[src/rtl/tpu_pkg.sv]
// ---------------------------------------------------------------------------
// tpu_pkg
// Shared definitions for the TPU GEMM control slice.
//   - Buffer geometry: BUF_DEPTH rows, ADDR_W address bits, DIM_W dimension
//     field width, WORD_SIZE bits per global-buffer word.
//   - state_e: main sequencer FSM encoding.
//   - tile_cycles(): cycles spent per output tile (clear + feed + flush + WB).
// ---------------------------------------------------------------------------
package tpu_pkg;

    localparam int ADDR_W    = 5;
    localparam int BUF_DEPTH = 32;
    localparam int DIM_W     = 5;
    localparam int WORD_SIZE = 256;

    typedef enum logic [2:0] {
        IDLE  = 3'd0,
        LOAD  = 3'd1,
        CLR   = 3'd2,
        FEED  = 3'd3,
        FLUSH = 3'd4,
        WB    = 3'd5,
        OUT   = 3'd6
    } state_e;

    // One clear cycle, K feed cycles, 2S-2 flush cycles and S write-back cycles.
    function automatic int tile_cycles(input int k_dim, input int s_dim);
        return k_dim + 3 * s_dim - 1;
    endfunction

endpackage

[src/rtl/tpu_tile_iter.sv]
// ---------------------------------------------------------------------------
// tpu_tile_iter
// Walks the output tiles of an M x N result, tn inner and tm outer, starting
// at (0,0). Tile origins are kept directly as lane offsets (tm*S, tn*S).
// Ports:
//   clk, rst_n      clock / asynchronous active-low reset
//   clr             return to tile (0,0)
//   adv             step to the next tile (ignored on the last tile)
//   m_dim, n_dim    captured dimensions minus one
//   tile_row        tm*S, lane offset into the A word
//   tile_col        tn*S, lane offset into the B word
//   last_tile       current tile is the final one of the job
// ---------------------------------------------------------------------------
module tpu_tile_iter
    import tpu_pkg::*;
#(
    parameter int ARRAY_SIZE = 8,
    parameter int ADDR_W     = tpu_pkg::ADDR_W,
    parameter int DIM_W      = tpu_pkg::DIM_W
) (
    input  logic              clk,
    input  logic              rst_n,
    input  logic              clr,
    input  logic              adv,
    input  logic [DIM_W-1:0]  m_dim,
    input  logic [DIM_W-1:0]  n_dim,
    output logic [ADDR_W-1:0] tile_row,
    output logic [ADDR_W-1:0] tile_col,
    output logic              last_tile
);

    // One extra bit so origin + S never overflows before the compare.
    localparam int                SUM_W = ADDR_W + 1;
    localparam logic [SUM_W-1:0]  STEP  = SUM_W'(ARRAY_SIZE);

    logic tm_last_s;
    logic tn_last_s;

    // A tile is the last along an axis when the next origin lies past the dimension.
    always_comb begin
        tm_last_s = (({1'b0, tile_row} + STEP) > SUM_W'(m_dim));
        tn_last_s = (({1'b0, tile_col} + STEP) > SUM_W'(n_dim));
        last_tile = tm_last_s && tn_last_s;
    end

    // Tile origin registers: tn wraps into the next tm row.
    always_ff @(posedge clk or negedge rst_n) begin
        if (!rst_n) begin
            tile_row <= '0;
            tile_col <= '0;
        end else if (clr) begin
            tile_row <= '0;
            tile_col <= '0;
        end else if (adv && !(tm_last_s && tn_last_s)) begin
            if (tn_last_s) begin
                tile_col <= '0;
                tile_row <= tile_row + ADDR_W'(ARRAY_SIZE);
            end else begin
                tile_col <= tile_col + ADDR_W'(ARRAY_SIZE);
                tile_row <= tile_row;
            end
        end else begin
            tile_row <= tile_row;
            tile_col <= tile_col;
        end
    end

endmodule

[src/rtl/tpu_gemm_ctrl.sv]
// ---------------------------------------------------------------------------
// tpu_gemm_ctrl
// Top-level GEMM sequencer: captures the 32-row A/B load and m/n/k, then per
// output tile clears, feeds, flushes and writes back the systolic array, and
// finally streams the 32-row output buffer. Control only, no data.
// All outputs are registered; each reflects the state the FSM is in during
// that cycle (load writes therefore trail the accepted in_valid by one cycle).
// Ports:
//   clk, rst_n                  clock / asynchronous active-low reset
//   in_valid, m, n, k           load handshake and dimensions (minus one)
//   gbuff_wr_en/_addr           A/B row write during load
//   gbuff_rd_en/_addr           inner-index read during FEED
//   tile_row, tile_col          current tile lane offsets
//   pe_clear, pe_flush          array accumulator clear / zero-feed drain
//   ob_wr_en/_addr/_row         result row write-back
//   ob_rd_en/_addr, out_valid   output buffer streaming
//   busy                        high outside IDLE
// Optional build macro TPU_GEMM_CTRL_PERF_EN adds perf_cycles / perf_tiles.
// ---------------------------------------------------------------------------
module tpu_gemm_ctrl
    import tpu_pkg::*;
#(
    parameter int ARRAY_SIZE = 8,
    parameter int ADDR_W     = tpu_pkg::ADDR_W,
    parameter int BUF_DEPTH  = tpu_pkg::BUF_DEPTH,
    parameter int DIM_W      = tpu_pkg::DIM_W
) (
    input  logic                          clk,
    input  logic                          rst_n,
    input  logic                          in_valid,
    input  logic [DIM_W-1:0]              m,
    input  logic [DIM_W-1:0]              n,
    input  logic [DIM_W-1:0]              k,
    output logic                          gbuff_wr_en,
    output logic [ADDR_W-1:0]             gbuff_wr_addr,
    output logic                          gbuff_rd_en,
    output logic [ADDR_W-1:0]             gbuff_rd_addr,
    output logic [ADDR_W-1:0]             tile_row,
    output logic [ADDR_W-1:0]             tile_col,
    output logic                          pe_clear,
    output logic                          pe_flush,
    output logic                          ob_wr_en,
    output logic [ADDR_W-1:0]             ob_wr_addr,
    output logic [$clog2(ARRAY_SIZE)-1:0] ob_wr_row,
    output logic                          ob_rd_en,
    output logic [ADDR_W-1:0]             ob_rd_addr,
    output logic                          out_valid,
    output logic                          busy
`ifdef TPU_GEMM_CTRL_PERF_EN
    ,
    output logic [31:0]                   perf_cycles,
    output logic [9:0]                    perf_tiles
`endif
);

    localparam int               LOG2S      = $clog2(ARRAY_SIZE);
    localparam int               CNT_W      = ADDR_W + 1;
    localparam logic [CNT_W-1:0] DEPTH_CNT  = CNT_W'(BUF_DEPTH);
    localparam logic [CNT_W-1:0] FLUSH_LAST = CNT_W'(2 * ARRAY_SIZE - 3);
    localparam logic [CNT_W-1:0] WB_LAST    = CNT_W'(ARRAY_SIZE - 1);

    state_e             state_r;
    state_e             state_s;
    logic [CNT_W-1:0]   cnt_r;
    logic [CNT_W-1:0]   cnt_s;
    logic [DIM_W-1:0]   m_r, n_r, k_r;
    logic [DIM_W-1:0]   m_s, n_s, k_s;
    logic [CNT_W-1:0]   row_sum_s;
    logic               last_tile_s;
    logic               iter_clr_s;
    logic               iter_adv_s;

    logic               wr_en_s;
    logic [ADDR_W-1:0]  wr_addr_s;
    logic               rd_en_s;
    logic [ADDR_W-1:0]  rd_addr_s;
    logic               clear_s;
    logic               flush_s;
    logic               ob_wr_en_s;
    logic [ADDR_W-1:0]  ob_wr_addr_s;
    logic [LOG2S-1:0]   ob_wr_row_s;
    logic               ob_rd_en_s;
    logic [ADDR_W-1:0]  ob_rd_addr_s;
    logic               out_valid_s;
    logic               busy_s;

    tpu_tile_iter #(
        .ARRAY_SIZE (ARRAY_SIZE),
        .ADDR_W     (ADDR_W),
        .DIM_W      (DIM_W)
    ) u_tile_iter (
        .clk       (clk),
        .rst_n     (rst_n),
        .clr       (iter_clr_s),
        .adv       (iter_adv_s),
        .m_dim     (m_r),
        .n_dim     (n_r),
        .tile_row  (tile_row),
        .tile_col  (tile_col),
        .last_tile (last_tile_s)
    );

    // Next-state, phase counter and next-cycle output decode.
    always_comb begin
        state_s   = state_r;
        cnt_s     = cnt_r;
        m_s       = m_r;
        n_s       = n_r;
        k_s       = k_r;
        wr_en_s   = 1'b0;
        wr_addr_s = '0;

        case (state_r)
            IDLE: begin
                if (in_valid) begin
                    state_s   = LOAD;
                    m_s       = m;
                    n_s       = n;
                    k_s       = k;
                    cnt_s     = CNT_W'(1);
                    wr_en_s   = 1'b1;
                    wr_addr_s = '0;
                end else begin
                    cnt_s = '0;
                end
            end
            LOAD: begin
                // cnt_r holds the number of rows accepted so far.
                wr_addr_s = gbuff_wr_addr;
                if (cnt_r == DEPTH_CNT) begin
                    state_s = CLR;
                    cnt_s   = '0;
                end else if (in_valid) begin
                    wr_en_s   = 1'b1;
                    wr_addr_s = ADDR_W'(cnt_r);
                    cnt_s     = cnt_r + CNT_W'(1);
                end else begin
                    cnt_s = cnt_r;
                end
            end
            CLR: begin
                state_s = FEED;
                cnt_s   = '0;
            end
            FEED: begin
                if (cnt_r == CNT_W'(k_r)) begin
                    state_s = FLUSH;
                    cnt_s   = '0;
                end else begin
                    cnt_s = cnt_r + CNT_W'(1);
                end
            end
            FLUSH: begin
                if (cnt_r == FLUSH_LAST) begin
                    state_s = WB;
                    cnt_s   = '0;
                end else begin
                    cnt_s = cnt_r + CNT_W'(1);
                end
            end
            WB: begin
                if (cnt_r == WB_LAST) begin
                    state_s = last_tile_s ? OUT : CLR;
                    cnt_s   = '0;
                end else begin
                    cnt_s = cnt_r + CNT_W'(1);
                end
            end
            OUT: begin
                // One extra cycle after the last read lets out_valid drain.
                if (cnt_r == DEPTH_CNT) begin
                    state_s = IDLE;
                    cnt_s   = '0;
                end else begin
                    cnt_s = cnt_r + CNT_W'(1);
                end
            end
            default: begin
                state_s = IDLE;
                cnt_s   = '0;
            end
        endcase

        iter_clr_s = (state_s == IDLE);
        iter_adv_s = (state_r == WB) && (cnt_r == WB_LAST) && !last_tile_s;

        // Tile origin is stable whenever the next state is WB.
        row_sum_s    = CNT_W'(tile_row) + cnt_s;
        rd_en_s      = (state_s == FEED);
        rd_addr_s    = rd_en_s ? ADDR_W'(cnt_s) : '0;
        clear_s      = (state_s == CLR);
        flush_s      = (state_s == FLUSH);
        ob_wr_en_s   = (state_s == WB) && (row_sum_s <= CNT_W'(m_r));
        ob_wr_addr_s = (state_s == WB) ? row_sum_s[ADDR_W-1:0] : '0;
        ob_wr_row_s  = (state_s == WB) ? cnt_s[LOG2S-1:0] : '0;
        ob_rd_en_s   = (state_s == OUT) && (cnt_s < DEPTH_CNT);
        ob_rd_addr_s = ob_rd_en_s ? ADDR_W'(cnt_s) : '0;
        out_valid_s  = ob_rd_en;
        busy_s       = (state_s != IDLE);
    end

    // State, counter and captured dimension registers.
    always_ff @(posedge clk or negedge rst_n) begin
        if (!rst_n) begin
            state_r <= IDLE;
            cnt_r   <= '0;
            m_r     <= '0;
            n_r     <= '0;
            k_r     <= '0;
        end else begin
            state_r <= state_s;
            cnt_r   <= cnt_s;
            m_r     <= m_s;
            n_r     <= n_s;
            k_r     <= k_s;
        end
    end

    // Output registers.
    always_ff @(posedge clk or negedge rst_n) begin
        if (!rst_n) begin
            gbuff_wr_en   <= 1'b0;
            gbuff_wr_addr <= '0;
            gbuff_rd_en   <= 1'b0;
            gbuff_rd_addr <= '0;
            pe_clear      <= 1'b0;
            pe_flush      <= 1'b0;
            ob_wr_en      <= 1'b0;
            ob_wr_addr    <= '0;
            ob_wr_row     <= '0;
            ob_rd_en      <= 1'b0;
            ob_rd_addr    <= '0;
            out_valid     <= 1'b0;
            busy          <= 1'b0;
        end else begin
            gbuff_wr_en   <= wr_en_s;
            gbuff_wr_addr <= wr_addr_s;
            gbuff_rd_en   <= rd_en_s;
            gbuff_rd_addr <= rd_addr_s;
            pe_clear      <= clear_s;
            pe_flush      <= flush_s;
            ob_wr_en      <= ob_wr_en_s;
            ob_wr_addr    <= ob_wr_addr_s;
            ob_wr_row     <= ob_wr_row_s;
            ob_rd_en      <= ob_rd_en_s;
            ob_rd_addr    <= ob_rd_addr_s;
            out_valid     <= out_valid_s;
            busy          <= busy_s;
        end
    end

`ifdef TPU_GEMM_CTRL_PERF_EN
    // Busy-cycle and completed-tile counters; both hold while idle.
    always_ff @(posedge clk or negedge rst_n) begin
        if (!rst_n) begin
            perf_cycles <= 32'd0;
            perf_tiles  <= 10'd0;
        end else begin
            if ((state_r == IDLE) && (state_s == LOAD)) begin
                perf_cycles <= 32'd0;
            end else if (state_r != IDLE) begin
                perf_cycles <= perf_cycles + 32'd1;
            end else begin
                perf_cycles <= perf_cycles;
            end
            if ((state_r == WB) && (state_s != WB)) begin
                perf_tiles <= perf_tiles + 10'd1;
            end else begin
                perf_tiles <= perf_tiles;
            end
        end
    end
`endif

endmodule

[config.mk]
export PLATFORM = sky130hd
export DESIGN_NAME = tpu_gemm_ctrl
export DESIGN_NICKNAME = d
export VERILOG_FILES = /design/src/rtl/tpu_pkg.sv /design/src/rtl/tpu_tile_iter.sv /design/src/rtl/tpu_gemm_ctrl.sv
export SDC_FILE = /design/constraint.sdc
export NUM_CORES = 1
export LEC_CHECK = 0
export ABC_CLOCK_PERIOD_IN_PS = 4420
export BUFFER_PORTS_ARGS = -buffer_cell sky130_fd_sc_hd__buf_2
export CORE_UTILIZATION = 35
export CTS_CLUSTER_SIZE = 20
export DETAILED_ROUTE_END_ITERATION = 8
export PLACE_DENSITY = 0.5
export SLEW_MARGIN = 20
export SYNTH_ARGS = -nofsm -noshare
export SYNTH_HDL_FRONTEND = slang
export SYNTH_HIERARCHICAL = 1
export SYNTH_SLANG_ARGS = --single-unit
[constraint.sdc]
create_clock -name clk -period 4.42 [get_ports clk]
set_input_delay 0 -clock clk [delete_from_list [all_inputs] [get_ports clk]]
set_output_delay 0 -clock clk [all_outputs]
set_load 0.02 [all_outputs]
# After elaboration in Yosys (flattened, before gate mapping)
# Cells that the tools add are included.
[op_classes]
add_sub_neg = 6
order_cmp = 4
eq_ne = 17
muxes = 32
reduce_logical = 15
[op_table]
columns = ["cell", "n"]
rows = [
  ["5-bit two-way mux", 12],
  ["6-bit two-way mux", 6],
  ["6-bit one-hot mux with 6 select lines", 1],
  ["3-bit two-way mux", 8],
  ["3-bit one-hot mux with 7 select lines", 1],
  ["3-bit == test, second input constant", 6],
  ["5-bit by 4-bit adder with 6-bit output, second input constant", 2],
  ["3-bit by 2-bit == test with 1-bit output, second input constant", 4],
  ["6-bit by 5-bit > comparator with 1-bit output", 2],
  ["5-bit by 4-bit adder with 5-bit output, second input constant", 2],
  ["5-bit by 6-bit adder with 6-bit output", 1],
  ["6-bit by 1-bit adder with 6-bit output, second input constant", 1],
  ["6-bit by 3-bit == test with 1-bit output, second input constant", 1],
  ["6-bit by 4-bit == test with 1-bit output, second input constant", 1],
  ["6-bit by 5-bit == test with 1-bit output", 1],
  ["6-bit == test, second input constant", 1],
  ["6-bit by 5-bit <= comparator with 1-bit output", 1],
  ["1-bit logical AND", 6],
  ["3-bit zero test", 2],
  ["6-bit < comparator, second input constant", 1],
  ["2-bit AND reduction", 3],
  ["2-bit inequality test, second input constant", 2],
  ["2-bit nonzero test", 2],
  ["3-bit by 1-bit == test with 1-bit output, second input constant", 1],
  ["other kinds (4)", 6],
]
[totals]
reg_bits = 65
input_bits = 18
output_inout_bits = 41
elab_cells = 94

# Depth between registers and ports, before layout
# Gate-level depths: netlist of the first run.
[depth]
ltp_word = 9
ltp_mapped = 19
depth_no_buf = 19

# By module
# The synthesis of the first run kept the hierarchy.
[by_module_without_submodules]
columns = ["mod", "n_inst", "cells_each", "area_each_um2", "seq_area_each_um2"]
rows = [
  ["tpu_gemm_ctrl", 1, 263, 2837.7, 1376.3],
  ["tpu_tile_iter", 1, 46, 462.9, 100.1],
]

# Worst setup path before layout of the first run
# Ideal clock, no wire load.
[synth_path]
path_type = "register -> register"
startpoint = "register u_tile_iter.tile_row[3]"
endpoint = "register u_tile_iter.tile_row[3]"
setup_time_ns = 0.128
t_arrival_ns = 3.062
required_time_ns = 4.292
slack_ns = 1.230
path_stages_with_launch = 11
path_buffers = 0
period_less_slack_ns = 3.190
path_cell_list = "dfrtp_1 > fa_1 > or4b_4 > o32ai_4 > nor2_1 > nor3_1 > a221o_1 > o21ai_2 > nor3_1 > nor2_1 > mux2_1"
[synth_between]
elab_chain_cells = 9
elab_cells_between_ends = 17
classes_between = "add/sub (2); order compare (1); mux (6); reduce/logical (8)"
[synth_lines]
columns = ["item", "line", "text"]
rows = [
  ["from (decl)", "tpu_tile_iter.sv:27", "output logic [ADDR_W-1:0] tile_row,"],
  ["from (signal assigned)", "tpu_tile_iter.sv:57", "tile_row <= tile_row + ADDR_W'(ARRAY_SIZE);"],
  ["from (signal assigned)", "tpu_tile_iter.sv:60", "tile_row <= tile_row;"],
  ["from (signal assigned)", "tpu_tile_iter.sv:63", "tile_row <= tile_row;"],
  ["5-bit by 4-bit adder with 6-bit output (*)", "tpu_tile_iter.sv:41", "tm_last_s = (({1'b0, tile_row} + STEP) > SUM_W'(m_dim));"],
  ["6-bit by 5-bit > comparator with 1-bit output (*)", "tpu_tile_iter.sv:41", ""],
  ["1-bit logical AND (*)", "tpu_tile_iter.sv:43", "last_tile = tm_last_s && tn_last_s;"],
  ["via last_tile_s", "tpu_gemm_ctrl.sv:69", "logic last_tile_s;"],
  ["3-bit two-way mux (*)", "tpu_gemm_ctrl.sv:163", "state_s = last_tile_s ? OUT : CLR;"],
  ["3-bit two-way mux (*)", "tpu_gemm_ctrl.sv:162", "if (cnt_r == WB_LAST) begin"],
  ["3-bit one-hot mux with 7 select lines (*)", "tpu_gemm_ctrl.sv:113", "case (state_r)"],
  ["via state_s[2]", "tpu_gemm_ctrl.sv:63", "state_e state_s;"],
  ["3-bit zero test (*)", "tpu_gemm_ctrl.sv:184", "iter_clr_s = (state_s == IDLE);"],
  ["via iter_clr_s", "tpu_gemm_ctrl.sv:70", "logic iter_clr_s;"],
  ["2-bit nonzero test (no source line)", "n/a", ""],
  ["2-bit AND reduction (no source line)", "n/a", ""],
]
# The timed path passes the listed nets; every way through them passes the cells marked *. The select of a mux whose other input is x is not followed.
# A chain may end at the register's enable or synchronous reset.

# Worst setup path after layout of the first run
[layout_path]
startpoint = "register cnt_r[0]"
endpoint = "register ob_wr_en"
[layout_between]
elab_chain_cells = 7
elab_cells_between_ends = 22
classes_between = "add/sub (2); order compare (1); eq/ne (5); mux (13); reduce/logical (1)"
[layout_lines]
columns = ["item", "line", "text"]
rows = [
  ["from (decl)", "tpu_gemm_ctrl.sv:64", "logic [CNT_W-1:0] cnt_r;"],
  ["from (signal assigned)", "tpu_gemm_ctrl.sv:212", "cnt_r <= cnt_s;"],
  ["6-bit by 1-bit adder with 6-bit output", "n/a", ""],
  ["6-bit two-way mux", "tpu_gemm_ctrl.sv:133", "end else if (in_valid) begin"],
  ["6-bit two-way mux", "tpu_gemm_ctrl.sv:130", "if (cnt_r == DEPTH_CNT) begin"],
  ["6-bit one-hot mux with 6 select lines (*)", "tpu_gemm_ctrl.sv:113", ""],
  ["via cnt_s[3]", "tpu_gemm_ctrl.sv:65", "logic [CNT_W-1:0] cnt_s;"],
  ["5-bit by 6-bit adder with 6-bit output (*)", "tpu_gemm_ctrl.sv:188", "row_sum_s = CNT_W'(tile_row) + cnt_s;"],
  ["6-bit by 5-bit <= comparator with 1-bit output (*)", "tpu_gemm_ctrl.sv:193", "ob_wr_en_s = (state_s == WB) && (row_sum_s <= CNT_W'(m_r));"],
  ["1-bit logical AND (*)", "tpu_gemm_ctrl.sv:193", ""],
  ["via ob_wr_en_s", "tpu_gemm_ctrl.sv:79", "logic ob_wr_en_s;"],
  ["to (signal assigned)", "tpu_gemm_ctrl.sv:242", "ob_wr_en <= ob_wr_en_s;"],
  ["to (decl)", "tpu_gemm_ctrl.sv:42", "output logic ob_wr_en,"],
]
# The timed path passes the listed nets; every way through them passes the cells marked *.

==> results of run 1 <==
per-stage QoR:
| stage | cells | setup WS, ns | hold WS (ns) | util [%] | instance area [um2] |
|---|---|---|---|---|---|
| 2_1_floorplan | 314 | 1.23 | -0.296 | - | 3320 |
| 3_3_place_gp | 461 | 0.938 | 0.205 | 39.1 | 3590 |
| 3_5_place_dp | 461 | 0.864 | 0.210 | 39.1 | 3590 |
| 4_1_cts | 492 | 0.819 | 0.0254 | 43.2 | 3970 |
| 5_1_grt | 492 | 0.529 | 0.0387 | 43.2 | 3970 |
| 6_report | 492 | 0.787 | 0.0398 | 43.2 | 3970 |
report_power, final:
part | leakage (nW) | total, W | internal [W] | switching [W]
combinational | 1.15 | 0.000310 | 0.000132 | 0.000178
clock | 0.108 | 0.000547 | 0.000327 | 0.000219
sequential | 0.769 | 0.000607 | 0.000567 | 0.0000397
total | 2.03 | 0.00146 | 0.00103 | 0.000437
sequential cells by signal, summed over array words and instances (netlist names):
name / count
pe_flush: 1
ob_wr_row: 3
pe_clear: 1
cnt_r: 6
ob_wr_en: 1
ob_rd_addr: 5
gbuff_wr_addr: 5
busy: 1
m_r: 5
gbuff_rd_en: 1
n_r: 5
state_r: 3
gbuff_rd_addr: 5
u_tile_iter/tile_col: 2
gbuff_wr_en: 1
ob_rd_en: 1
k_r: 5
ob_wr_addr: 5
out_valid: 1
u_tile_iter/tile_row: 2
placed cells by master (no fill, tap or decap), types with 4 or more instances in the layout:
master / n
a21o_1: 4
a21oi_1: 11
a22oi_1: 4
and3_1: 5
buf_2: 52
clkbuf_8: 10
conb_1: 6
dfrtp_1: 59
dlygate4sd3_1: 16
ha_1: 17
inv_1: 27
mux2_2: 11
nand2_1: 19
nand2b_1: 5
nand3_1: 7
nor2_1: 29
o211ai_1: 4
o21ai_0: 8
xnor2_1: 8
xor2_1: 5
cell families after synthesis:
| kind of cell | count (synthesis) | synth area share [%] |
|---|---|---|
| AND/OR/NAND/NOR | 102 | 17.9 |
| flip-flops | 59 | 44.7 |
| AO/OA/AOI/OAI | 53 | 13.0 |
| buffers and inverters | 47 | 7.81 |
| adder cells (fa/ha/maj) | 20 | 8.26 |
| multiplexers | 14 | 4.74 |
| XOR/XNOR | 13 | 3.45 |
| other | 1 | 0.114 |
how the worst max path moves through the flow:
stage,start,to,slack [ns]
2_1_floorplan,u_tile_iter/tile_row[3]$_DFFE_PN0P_,u_tile_iter/tile_row[3]$_DFFE_PN0P_,1.23
3_3_place_gp,cnt_r[0]$_DFF_PN0_,ob_wr_en$_DFF_PN0_,0.94
3_5_place_dp,cnt_r[0]$_DFF_PN0_,ob_wr_en$_DFF_PN0_,0.86
4_1_cts,cnt_r[0]$_DFF_PN0_,ob_wr_en$_DFF_PN0_,0.82
5_1_grt,cnt_r[0]$_DFF_PN0_,ob_wr_en$_DFF_PN0_,0.53
6_report,cnt_r[0]$_DFF_PN0_,ob_wr_en$_DFF_PN0_,0.79
routing by layer:
layer / up-vias / part of all wire [%] / global-route usage [%]
li1: 1184 / - / -
met1: 1150 / 46 / 20.4
met2: 55 / 48 / 26.3
met3: 12 / 3.8 / 4.99
met4: 0 / 1.5 / 5.77
met5: - / 0 / 0
layout make-up:
| cell class | count | area (um2) |
|---|---|---|
| Multi-Input combinational cell | 208 | 1590 |
| Clock buffer | 10 | 138 |
| Inverter | 28 | 105 |
| Tap cell | 111 | 139 |
| Fill cell | 899 | 5230 |
| Clock inverter | 5 | 77.6 |
| Sequential cell | 59 | 1480 |
| Timing Repair Buffer | 71 | 443 |
worst register-to-register path, stage by stage, from the launching register on:
cell and delay, ns:
dfrtp_1 0.52, inv_1 0.16, ha_1 0.22, and3b_2 0.24, a211oi_1 0.28, a311oi_2 0.09
and2_2 0.26, and2b_1 0.21, a211oi_1 0.34, ha_1 0.23, a21oi_1 0.05, xnor2_1 0.19
ha_1 0.29, a21oi_1 0.14, o21ai_0 0.12, a211oi_2 0.22
==> results.ini, run 1 <==
[final_layout]
area_growth_pct=20.3
finalNetCount=415
n_antenna_cell=0
drive_above_1_share_pct=27.0

[sta]
skew_ns=0.00530
tightest_slew_ns=0.760
hold_viol=0
timing.setup.tns_ns=0
finalSetupViolCount=0
max_slew_margin_pct=49.3
min_period_ns=3.63
grt_setup_unrepaired=false
slew_viol_final=0
clock.fmax_ghz=0.275
fin_crit_sh_pct=82.2

[clock_network]
clock_insertion_delay_worst_skew_ns=0.34
cts_setup_buffers=0
cts.sinks=59
holdBufCountCts=16
cts_root_buffer=clkbuf_8
cts_buffers=9
path_clk_slew_ns=0.07
ctsResizeCount=0
cts_tree=done
htreeDepth=3
clockBufferDepth=2

[critical_path]
critPathBufInv=1
crit_top_cell=ha_1
cp_max_fo=7
crit_required_ns=4.68
critPathMaxStageDelay_ns=0.52
regToRegSetupSlack_ns=0.79
worst-r2r-cell-count=15
cp-start-kind=flop
arrival_ns=3.89
r2r_start=cnt_r[0]$_DFF_PN0_
reg2reg_to=ob_wr_en$_DFF_PN0_
path_class=reg2reg
cp_cell_sequence=inv_1 -> ha_1 -> and3b_2 -> a211oi_1 -> a311oi_2 -> and2_2 -> and2b_1 -> a211oi_1 -> ha_1 -> a21oi_1 -> xnor2_1 -> ha_1 -> a21oi_1 -> o21ai_0 -> a211oi_2
cp-end-kind=flop
crit_slowest_cell=dfrtp_1
cp.depth=15
path_delay_family=compound AO/OA/AOI/OAI gates

[yosys]
synth_cells=309
synthArstFlopShare_pct=100
synth_top_area_share_pct=44.7
yosysSeqAreaShare_pct=44.7
yosysWarnings=6
avgSynthCellArea_um2=10.7
ys.flop_type=dfrtp_1
synth_top_area_cell=dfrtp_1
yosysMostFrequentCell=dfrtp_1
yosys-top-cells-count=59 x dfrtp_1, 29 x nor2_1, 27 x inv_1
synthTopCellsByArea=dfrtp_1 45%, ha_1 6.4%, mux2_2 3.8%
synth_cell_type_count=69
yosys_register_bits=59
synth_edf_count=0
netlist_area_um2=3300

[power_and_ir_drop]
power.density_nw_per_um2=369
p_total_w=0.00146
power.leakage_nw=2.03
ir_drop_uv=264

[floorplanning]
die_w_um=99.1
ioPinCount=59
fp-row-count=35
initial_core_util_pct=35.9
dieArea_um2=9820
die_h_um=99.1
core_um2=9200

[outcome]
status=finished clean

[place]
gp_congestion=0.860
io_buffers=52
place_hpwl_um=5150

[hold_path]
worstHoldStart=in_valid
min_path_type=in2reg
min_to=gbuff_wr_en$_DFF_PN0_
worstHoldPathCells=3

[global_routing]
track_usage_pct=16.2
overflow=0
antenna_found_initial=0
grt_max_degree=60
grt_first_pass_wirelength_um=12000
grt_pass1_vias=2325

[detailed_routing]
vias=2401
wl_per_cell_um=14.9
wl_um=7340
drc=0
first_pass_iters=4
vias_per_cell=4.88
drt_iter0_drc=88
ant_nets=0

[run]
cap_violations=0

Note: power is estimated with default switching activity, not from simulation.
==> run 2: changes to the inputs <==
- ABC_AREA: not set -> 1
- ABC_CLOCK_PERIOD_IN_PS: 4420 -> 3600
- clock period: 4.42 -> 3.6 ns (I/O delays scaled with it)
==> results.ini, run 2 <==
[run]
cap_violations=0  ; unchanged

[floorplanning]
die_h_um=97.7  ; -1.4%
die_w_um=97.7  ; -1.4%
initial_core_util_pct=36.4  ; +0.51 points
dieArea_um2=9550  ; -2.8%
core_um2=8810  ; -4.2%
ioPinCount=59  ; unchanged
fp-row-count=34  ; -2.9%

[power_and_ir_drop]
ir_drop_uv=405  ; +53%
power.density_nw_per_um2=814  ; +120%
power.leakage_nw=2.22  ; +9.5%

[yosys]
yosysMostFrequentCell=inv_1
synth_edf_count=0  ; unchanged
synth_top_area_cell=dfrtp_1
synth_cells=382  ; +24%
synthTopCellsByArea=dfrtp_1 46%, inv_1 8.4%, ha_1 6.6%
yosysSeqAreaShare_pct=46.1  ; +1.3 points
yosys_register_bits=59  ; unchanged
yosys-top-cells-count=72 x inv_1, 59 x dfrtp_1, 55 x nor2_1
synthArstFlopShare_pct=100  ; unchanged
synth_top_area_share_pct=46.1  ; +1.3 points
synth_cell_type_count=36  ; -48%
yosysWarnings=6  ; unchanged
avgSynthCellArea_um2=8.39  ; -21%
ys.flop_type=dfrtp_1
netlist_area_um2=3210  ; -2.9%

[global_routing]
grt_max_degree=35  ; -42%
grt_util_met3_pct=3.45  ; -1.5 points
overflow=0  ; unchanged
use_met2_pct=28.2  ; +1.9 points
busiest_layer=met2
grt_pass1_vias=2628  ; +13%
use_met1_pct=21.4  ; +1.1 points
track_usage_pct=17.2  ; +1.0 points
antenna_found_initial=0  ; unchanged
grt_first_pass_wirelength_um=12600  ; +4.9%

[final_layout]
mostFrequentLayoutCells=72 x inv_1, 57 x dfrtp_1, 55 x nor2_1
drive_above_1_share_pct=22.9  ; -4.1 points
finalNetCount=496  ; +20%
largest-register=cnt_r
largest_reg_flops=6  ; unchanged
area_growth_pct=23.5
final_cell_area_um2=3960  ; -0.28%
mostFrequentLayoutCell=inv_1
fillers=875  ; -2.7%
n_antenna_cell=0  ; unchanged

[detailed_routing]
wl_um=7540  ; +2.7%
vias=2668  ; +11%
ant_nets=0  ; unchanged
drc=4  ; +4
first_pass_iters=7  ; +3
wl_per_cell_um=13.2  ; -12%
vias_per_cell=4.67  ; -4.3%
drt_iter0_drc=99  ; +13%

[critical_path]
crit_required_ns=3.87  ; -0.81 ns
path_class=reg2reg
cp-end-kind=flop
cp_max_fo=8  ; +1
cp-start-kind=flop
arrival_ns=3.55  ; -0.34 ns

[sta]
skew_ns=0.00756  ; +0.00227 ns
finalSetupViolCount=0  ; unchanged
max_slew_margin_pct=50.5  ; +1.1 points
fin_crit_sh_pct=91.1  ; +8.9 points
hold_ws_ns=0.240  ; +0.200 ns
tightest_slew_ns=0.743  ; -0.0168 ns
slew_viol_final=0  ; unchanged
grt_setup_unrepaired=false
min_period_ns=3.28  ; -0.353 ns
clock.fmax_ghz=0.305  ; +11%
timing.setup.tns_ns=0  ; unchanged
hold_viol=0  ; unchanged

[clock_network]
clockBufferDepth=2  ; unchanged
path_clk_slew_ns=0.07  ; about the same
cts.sinks=59  ; unchanged
cts_tree=done
cts_root_buffer=clkbuf_8
cts_setup_buffers=0  ; unchanged
clock_insertion_delay_worst_skew_ns=0.34  ; about the same
cts_buffers=9  ; unchanged
htreeDepth=3  ; unchanged

[place]
place_area_um2=3570  ; -0.73%
io_buffers=52  ; unchanged
gp_congestion=0.881  ; +2.4%
place_hpwl_um=5660  ; +9.9%

[outcome]
violations=DRC
status=complete, but fails checks

[hold_path]
min_path_type=in2reg

==> run 2: worst paths after layout <==
path | start | to | slack [ns] | cells after the start
max | cnt_r[0]$_DFF_PN0_ | ob_wr_en$_DFF_PN0_ | 0.32 | 22
min | in_valid | cnt_r[4]$_DFF_PN0_ | 0.24 | 4
max reg2reg | cnt_r[0]$_DFF_PN0_ | ob_wr_en$_DFF_PN0_ | 0.32 | 22
min reg2reg | ob_rd_en$_DFF_PN0_ | out_valid$_DFF_PN0_ | 0.38 | 0
max in group asynchronous | rst_n | cnt_r[1]$_DFF_PN0_ | 2.49 | 3
min in group asynchronous | rst_n | ob_wr_row[0]$_DFF_PN0_ | 0.26 | 2
==> run 2: worst max-delay path, stage by stage, from the launching register on <==
cell and delay, ns:
dfrtp_2 0.46, ha_1 0.19, nand2_1 0.06, clkinv_1 0.08, nand3_1 0.14, nand2_1 0.12
nand2_1 0.07, inv_1 0.09, nand3_2 0.15, a21oi_1 0.20, inv_1 0.08, ha_1 0.31
inv_1 0.07, nand3_1 0.07, nand2_1 0.09, inv_1 0.05, ha_1 0.30, a21oi_1 0.12
o21ai_0 0.10, a21o_1 0.16, o21ai_0 0.09, nand3_1 0.10, a21oi_1 0.12
==> run 2: power by group <==
part | total, W | switching [W] | internal, W
clock network | 0.000695 | 0.000268 | 0.000427
logic | 0.00155 | 0.00101 | 0.000547
registers | 0.000977 | 0.000132 | 0.000844
total | 0.00322 | 0.00141 | 0.00182
==> run 2: per-layer routing <==
layer | vias up | wire (um)
li1 | 1340 | -
met1 | 1240 | 3370
met2 | 71 | 3650
met3 | 17 | 325
met4 | 0 | 194
met5 | - | 0
==> run 2: cells by family after synthesis <==
group,Yosys count,synth area share (%)
other cells,1,0.117
flops,59,46.1
buf+inv,90,11.4
simple gates,156,21.9
mux,7,2.46
xor+xnor,3,0.820
compound gates,46,8.74
fa+ha+maj,20,8.51
==> run 2: cell type report <==
cell class | instances | area (um2) | share of cell area [%]
flip-flops and latches | 59 | 1480 | 37.4
multi-input cells | 238 | 1380 | 34.9
repair buffers | 70 | 435 | 11.0
inverters | 80 | 300 | 7.59
clock buffers | 12 | 155 | 3.92
well taps | 108 | 135 | 3.41
clock inverters | 4 | 72.6 | 1.83
==> run 2: through the flow <==
stage / cells / setup WS [ns] / utilization, % / power [W]
detailed placement: 539 / 0.314 / 40.5 / 0.00252
finish: 571 / 0.321 / 45.0 / 0.00322
CTS: 571 / 0.275 / 44.9 / 0.00324
global placement: 539 / 0.391 / 40.5 / 0.00251
floorplan: 387 / 0.721 / - / 0.00211
global route: 571 / 0.0193 / 45.0 / 0.00351
==> run 2: timing repair <==
action | 4_1_cts | 5_1_grt
resized for setup | 0 | 2
hold buffers | 16 | 0
setup endpoints to repair | 0 | 1
hold endpoints to repair | 48 | 0
